==> config.mk <==
export PLATFORM = sky130hd
export DESIGN_NAME = alu_op_sequencer
export DESIGN_NICKNAME = d
export VERILOG_FILES = /design/src/rtl/alu_op_sequencer.sv
export SDC_FILE = /design/constraint.sdc
export NUM_CORES = 1
export LEC_CHECK = 0
export BUFFER_PORTS_ARGS = -buffer_cell sky130_fd_sc_hd__buf_2
export CORE_MARGIN = 2
export CORE_UTILIZATION = 30
export DETAILED_ROUTE_END_ITERATION = 7
export SLEW_MARGIN = 20
export SYNTH_ARGS = -nofsm -noshare
export SYNTH_HDL_FRONTEND = slang
export SYNTH_SLANG_ARGS = --single-unit
==> constraint.sdc <==
create_clock -name clock -period 2.8 [get_ports clock]
set_input_delay 0.28 -clock clock [delete_from_list [all_inputs] [get_ports clock]]
set_output_delay 0.28 -clock clock [all_outputs]
set_load 0.01 [all_outputs]
==> src/rtl/alu_op_sequencer.sv <==
// alu_op_sequencer
// ----------------
// Bus-side initiator for the combinational alu. One operation is accepted per
// transaction, the alu is strobed with a one-hot control word for a per-op
// settle time, and the captured HI/LO result is returned as one or two
// response beats (LO first, then HI for mul/div).
//
// Handshakes: a transfer on either the req_* or rsp_* channel happens on a
// rising clock edge where valid and ready are both 1. A producer holds valid
// and its payload stable until that edge; ready never depends on valid.
//
// Ports:
//   clock      rising-edge clock
//   clear      asynchronous active-low reset
//   req_valid  request present
//   req_ready  sequencer idle and able to accept a request
//   req_op     op index 0..11; 12..15 are illegal
//   req_a      operand X
//   req_b      operand Y
//   alu_ctrl   one-hot control to the alu (1 << op while the op settles)
//   alu_x      registered X to the alu
//   alu_y      registered Y to the alu
//   alu_hi     alu result high word
//   alu_lo     alu result low word
//   rsp_valid  response beat present
//   rsp_ready  consumer accepts beat
//   rsp_data   response word
//   rsp_last   final beat of the transaction
//   rsp_err    illegal op or divide-by-zero
//   state_dbg  current FSM state (0 idle, 1 wait, 2 send_lo, 3 send_hi)

module alu_op_sequencer #(
  parameter int BITS      = 32,
  parameter int SIG_COUNT = 12,
  parameter int MUL_LAT   = 4,
  parameter int DIV_LAT   = 8,
  parameter int ALU_LAT   = 1
) (
  input  logic                 clock,
  input  logic                 clear,
  input  logic                 req_valid,
  output logic                 req_ready,
  input  logic [3:0]           req_op,
  input  logic [BITS-1:0]      req_a,
  input  logic [BITS-1:0]      req_b,
  output logic [SIG_COUNT-1:0] alu_ctrl,
  output logic [BITS-1:0]      alu_x,
  output logic [BITS-1:0]      alu_y,
  input  logic [BITS-1:0]      alu_hi,
  input  logic [BITS-1:0]      alu_lo,
  output logic                 rsp_valid,
  input  logic                 rsp_ready,
  output logic [BITS-1:0]      rsp_data,
  output logic                 rsp_last,
  output logic                 rsp_err,
  output logic [1:0]           state_dbg
);

  localparam int MAX_LAT = (MUL_LAT > DIV_LAT) ?
                           ((MUL_LAT > ALU_LAT) ? MUL_LAT : ALU_LAT) :
                           ((DIV_LAT > ALU_LAT) ? DIV_LAT : ALU_LAT);
  localparam int CNT_W   = (MAX_LAT > 1) ? $clog2(MAX_LAT) : 1;

  localparam logic [3:0] OP_MUL  = 4'd2;
  localparam logic [3:0] OP_DIV  = 4'd3;
  localparam logic [3:0] NUM_OPS = 4'(SIG_COUNT);

  typedef enum logic [1:0] {
    S_IDLE    = 2'd0,
    S_WAIT    = 2'd1,
    S_SEND_LO = 2'd2,
    S_SEND_HI = 2'd3
  } state_t;

  state_t           state;
  logic [3:0]       op_q;
  logic [CNT_W-1:0] cnt;
  // rsp_data doubles as the captured ZLO while in S_SEND_LO; only ZHI needs
  // its own holding register for the second beat.
  logic [BITS-1:0]  zhi;

  // Gated by clear so the port reads 0 while reset is held and 1 as soon as
  // it is released, without waiting for a clock edge.
  assign req_ready = (state == S_IDLE) && clear;
  assign state_dbg = state;

  always_ff @(posedge clock or negedge clear) begin
    if (!clear) begin
      state     <= S_IDLE;
      op_q      <= '0;
      cnt       <= '0;
      zhi       <= '0;
      alu_ctrl  <= '0;
      alu_x     <= '0;
      alu_y     <= '0;
      rsp_valid <= 1'b0;
      rsp_data  <= '0;
      rsp_last  <= 1'b0;
      rsp_err   <= 1'b0;
    end else begin
      case (state)
        S_IDLE: begin
          if (req_valid) begin
            op_q  <= req_op;
            alu_x <= req_a;
            alu_y <= req_b;
            if ((req_op >= NUM_OPS) || (req_op == OP_DIV && req_b == '0)) begin
              // Rejected without ever strobing the alu: one zero beat, err set.
              zhi       <= '0;
              rsp_valid <= 1'b1;
              rsp_data  <= '0;
              rsp_last  <= 1'b1;
              rsp_err   <= 1'b1;
              state     <= S_SEND_LO;
            end else begin
              alu_ctrl <= SIG_COUNT'(1) << req_op;
              if (req_op == OP_MUL)      cnt <= CNT_W'(MUL_LAT - 1);
              else if (req_op == OP_DIV) cnt <= CNT_W'(DIV_LAT - 1);
              else                       cnt <= CNT_W'(ALU_LAT - 1);
              state <= S_WAIT;
            end
          end
        end

        S_WAIT: begin
          if (cnt == '0) begin
            // Capture edge: alu_ctrl has been held for exactly LAT cycles.
            zhi       <= alu_hi;
            rsp_data  <= alu_lo;
            alu_ctrl  <= '0;
            rsp_valid <= 1'b1;
            rsp_last  <= !(op_q == OP_MUL || op_q == OP_DIV);
            rsp_err   <= 1'b0;
            state     <= S_SEND_LO;
          end else begin
            cnt <= cnt - 1'b1;
          end
        end

        S_SEND_LO: begin
          if (rsp_ready) begin
            if (rsp_last) begin
              rsp_valid <= 1'b0;
              rsp_last  <= 1'b0;
              rsp_err   <= 1'b0;
              state     <= S_IDLE;
            end else begin
              rsp_data <= zhi;
              rsp_last <= 1'b1;
              state    <= S_SEND_HI;
            end
          end
        end

        S_SEND_HI: begin
          if (rsp_ready) begin
            rsp_valid <= 1'b0;
            rsp_last  <= 1'b0;
            rsp_err   <= 1'b0;
            state     <= S_IDLE;
          end
        end

        default: state <= S_IDLE;
      endcase
    end
  end

endmodule
==> results.json <==
{
  "outcome": "completed",
  "p_total_w": 0.01041,
  "grt_pass1_wl_um": 28690,
  "net-switching-power_w": 0.003892,
  "drt_drc_violations_left": 0,
  "arrival_ns": 2.71,
  "cts_htree_levels": 4,
  "die_w_um": 157.5,
  "final_total_negative_setup_slack_ns": 0,
  "p_int_w": 0.006522,
  "max_freq_ghz": 0.4168,
  "reg2reg_depth": 5,
  "layout-drive-gt1-share_pct": 49.10,
  "critPathCaptureType": "flip-flop",
  "min_period_over_period_pct": 85.69,
  "drtPass1Iterations": 4,
  "timing.critical_path.from_type": "flip-flop",
  "switching_share_pct": 37.37,
  "grt_max_degree": 68,
  "hold_viol_final": 0,
  "design.portCount": 250,
  "seq_power_share_pct": 32.6,
  "synth_area_leaders": "sky130_fd_sc_hd__dfrtp_1 (53%), sky130_fd_sc_hd__mux2_2 (11%), sky130_fd_sc_hd__mux2_4 (6.4%)",
  "post_synth_num_cell_types": 46,
  "first_global_vias": 5182,
  "routed-via-count": 5252,
  "number_of_enable_type_register_cells_in_the_synthesized_netlist": 0,
  "clock_share_of_power_pct": 22.6,
  "die_area_sq_um": 24810,
  "worst-slew-pin-transition_ns": 0.9978,
  "bufs_on_longest_clock_path": 2,
  "synth_seq_area_share_pct": 53.45,
  "clock_period_minus_final_worst_setup_slack_ns": 2.399,
  "drt_first_iter_violations": 167,
  "cts-buffers-inserted": 17,
  "detail_route.wl_per_cell_um": 16.14,
  "wirelength_um": 18610,
  "initial_utilization_pct": 30.30,
  "maxCapViolations": 0,
  "rsz0062_at_grt": "no",
  "track_usage_pct": 15.00,
  "most_frequent_standard_cell_in_the_layout_excluding_fill_and_tap_cells": "sky130_fd_sc_hd__buf_2",
  "synth.ff_latch_count": 151,
  "async_flop_share_pct": 100.0,
  "area_share_of_the_leading_cell_type_in_the_synthesized_netlist_pct": 53.45,
  "ir_drop_mv": 0.4920,
  "synth_ff_type": "sky130_fd_sc_hd__dfrtp_1",
  "worstHoldPathType": "in2reg",
  "insertion_delay_to_the_later_sink_of_the_worst_skew_pair_ns": 0.42,
  "number_of_stages_on_the_worst_hold_path": 2,
  "yosys_warnings": 0,
  "number_of_antenna_violations_at_the_first_check_in_global_routing": 3,
  "post-cts-setup-buffer-count": 0,
  "floorplan.die.height_um": 157.5,
  "area_growth_pct": 31.49,
  "place.detailed.hpwl_um": 13230,
  "top_fanout_value_on_the_critical_path": 67,
  "power.share.combinational_pct": 44.8,
  "syn-num-nets": 713,
  "grt_total_ovfl": 0,
  "cellLeakagePower_nw": 4.715,
  "post_synth_inst_count": 570,
  "worst_slew_margin_rel_pct": 33.48,
  "power.density_nw_per_um2": 1120,
  "layout.filler_cells": 2332,
  "gp_congestion": 0.7508,
  "synthesis.area_sq_um": 7069,
  "clock_slew_at_the_register_clock_pins_of_the_worst_setup_and_hold_paths_ns": 0.07,
  "worst-endpoint-required_ns": 3.11,
  "cts_root_buf": "sky130_fd_sc_hd__clkbuf_16",
  "final_cell_mix": "sky130_fd_sc_hd__buf_2 (248), sky130_fd_sc_hd__dfrtp_1 (151), sky130_fd_sc_hd__mux2_2 (69)",
  "finalSetupViolations": 0,
  "final_antenna_net_count": 0,
  "max_slew_violation_total_from_the_final_report": 0,
  "finalNetCount": 963,
  "syn-mean-instance-area_sq_um": 12.40,
  "routed_via_density": 4.555,
  "critPathKind": "reg2reg",
  "port-buffer-count": 249,
  "row_count": 56,
  "cts.sink_count": 151,
  "yosys.area.top_type": "sky130_fd_sc_hd__dfrtp_1",
  "placeableCoreArea_sq_um": 23330,
  "cts_tree": "yes",
  "fin_clk_skew_ns": 0.007018
}
state kept, by name (all words and copies together) (netlist names):
register and count:
op_q 3, alu_ctrl 12, state_dbg 2, rsp_data 32, rsp_err 1, zhi 32
alu_x 32, rsp_last 1, alu_y 32, cnt 3, rsp_valid 1
repair_timing:
action	CTS	global route
gates resized for setup	0	0
endpoints found under the setup margin	0	0
hold buffers	1	0
endpoints found under the hold margin	46	0
power by group through the flow:
| stage | registers, W | clock network, W | logic, W |
|---|---|---|---|
| floorplan | 0.00367 | 0 | 0.00298 |
| global placement | 0.00340 | 0 | 0.00469 |
| detailed placement | 0.00341 | 0 | 0.00474 |
| CTS | 0.00339 | 0.00245 | 0.00475 |
| global route | 0.00349 | 0.00254 | 0.00508 |
| finish | 0.00339 | 0.00235 | 0.00467 |
cells in the mapped netlist (all sizes together), types with 3 or more instances:
library cell  count
dfrtp           151
mux2             99
nand2            64
mux2i            43
inv              39
nor2b            37
a22oi            32
buf              17
clkbuf           16
nor4              9
nor2              8
ha                7
nand3             7
a21oi             4
nand2b            4
a32o              3
nand4             3
o21ai             3
path summary, 6_finish.rpt:
path,start,endpoint,slack (ns)
setup reg to reg,state_dbg[0],alu_x[29],0.40
max in group asynchronous,clear,alu_y[17],1.55
setup / recovery,state_dbg[0],alu_x[29],0.40
hold reg to reg,alu_x[23],alu_x[23],0.50
min in group asynchronous,clear,zhi[9],0.37
hold / removal,req_a[16],alu_x[16],0.08
per-layer routing:
layer	routed length [um]	vias up	global-route usage, %
li1	-	2487	-
met1	8356	2563	19.94
met2	8661	189	23.66
met3	1433	9	4.846
met4	123	4	3.766
met5	30	-	0
logic make-up (layout without fill, tap and decap cells):
group | Yosys count | in the layout | synth area share, %
AOI/OAI and AO/OA | 58 | 58 | 6.744
adders and majority gates | 7 | 7 | 1.239
buffers and inverters | 72 | 335 | 4.655
DFF | 151 | 151 | 53.45
muxes | 142 | 142 | 23.45
other | 0 | 1 | 0
and+or+nand+nor | 140 | 140 | 10.46
through the flow:
step | hold WS, ns | setup WS (ns) | util [%] | cells | cell area [sq um]
after detailed placement | 0.2634 | 0.3210 | 37.23 | 1119 | 8686
after floorplan | -0.01559 | 0.6163 | - | 570 | 7069
final | 0.08440 | 0.4006 | 39.84 | 1153 | 9295
after global placement | 0.2639 | 0.3201 | 37.23 | 1119 | 8686
after CTS | 0.05886 | 0.4265 | 39.83 | 1152 | 9293
after global routing | 0.06059 | 0.2860 | 39.83 | 1152 | 9293
critical path, stage by stage, from the launching register on:
cell,delay [ns]
sky130_fd_sc_hd__dfrtp_1,0.48
sky130_fd_sc_hd__inv_1,0.11
sky130_fd_sc_hd__ha_1,0.38
sky130_fd_sc_hd__nand2_2,0.16
sky130_fd_sc_hd__buf_4,0.65
sky130_fd_sc_hd__mux2_2,0.42
area by class of cell:
class,instances,area (sq um),area share (%)
multi-input cells,347,2967,31.92
well taps,319,399.1,4.294
repair buffers,264,1405,15.12
clock inverters,15,171.4,1.844
clock buffers,17,425.4,4.577
inverters,39,146.4,1.575
diodes,1,2.502,0.02692
flip-flops and latches,151,3779,40.65
No activity file was read; power rests on OpenSTA's default activity.
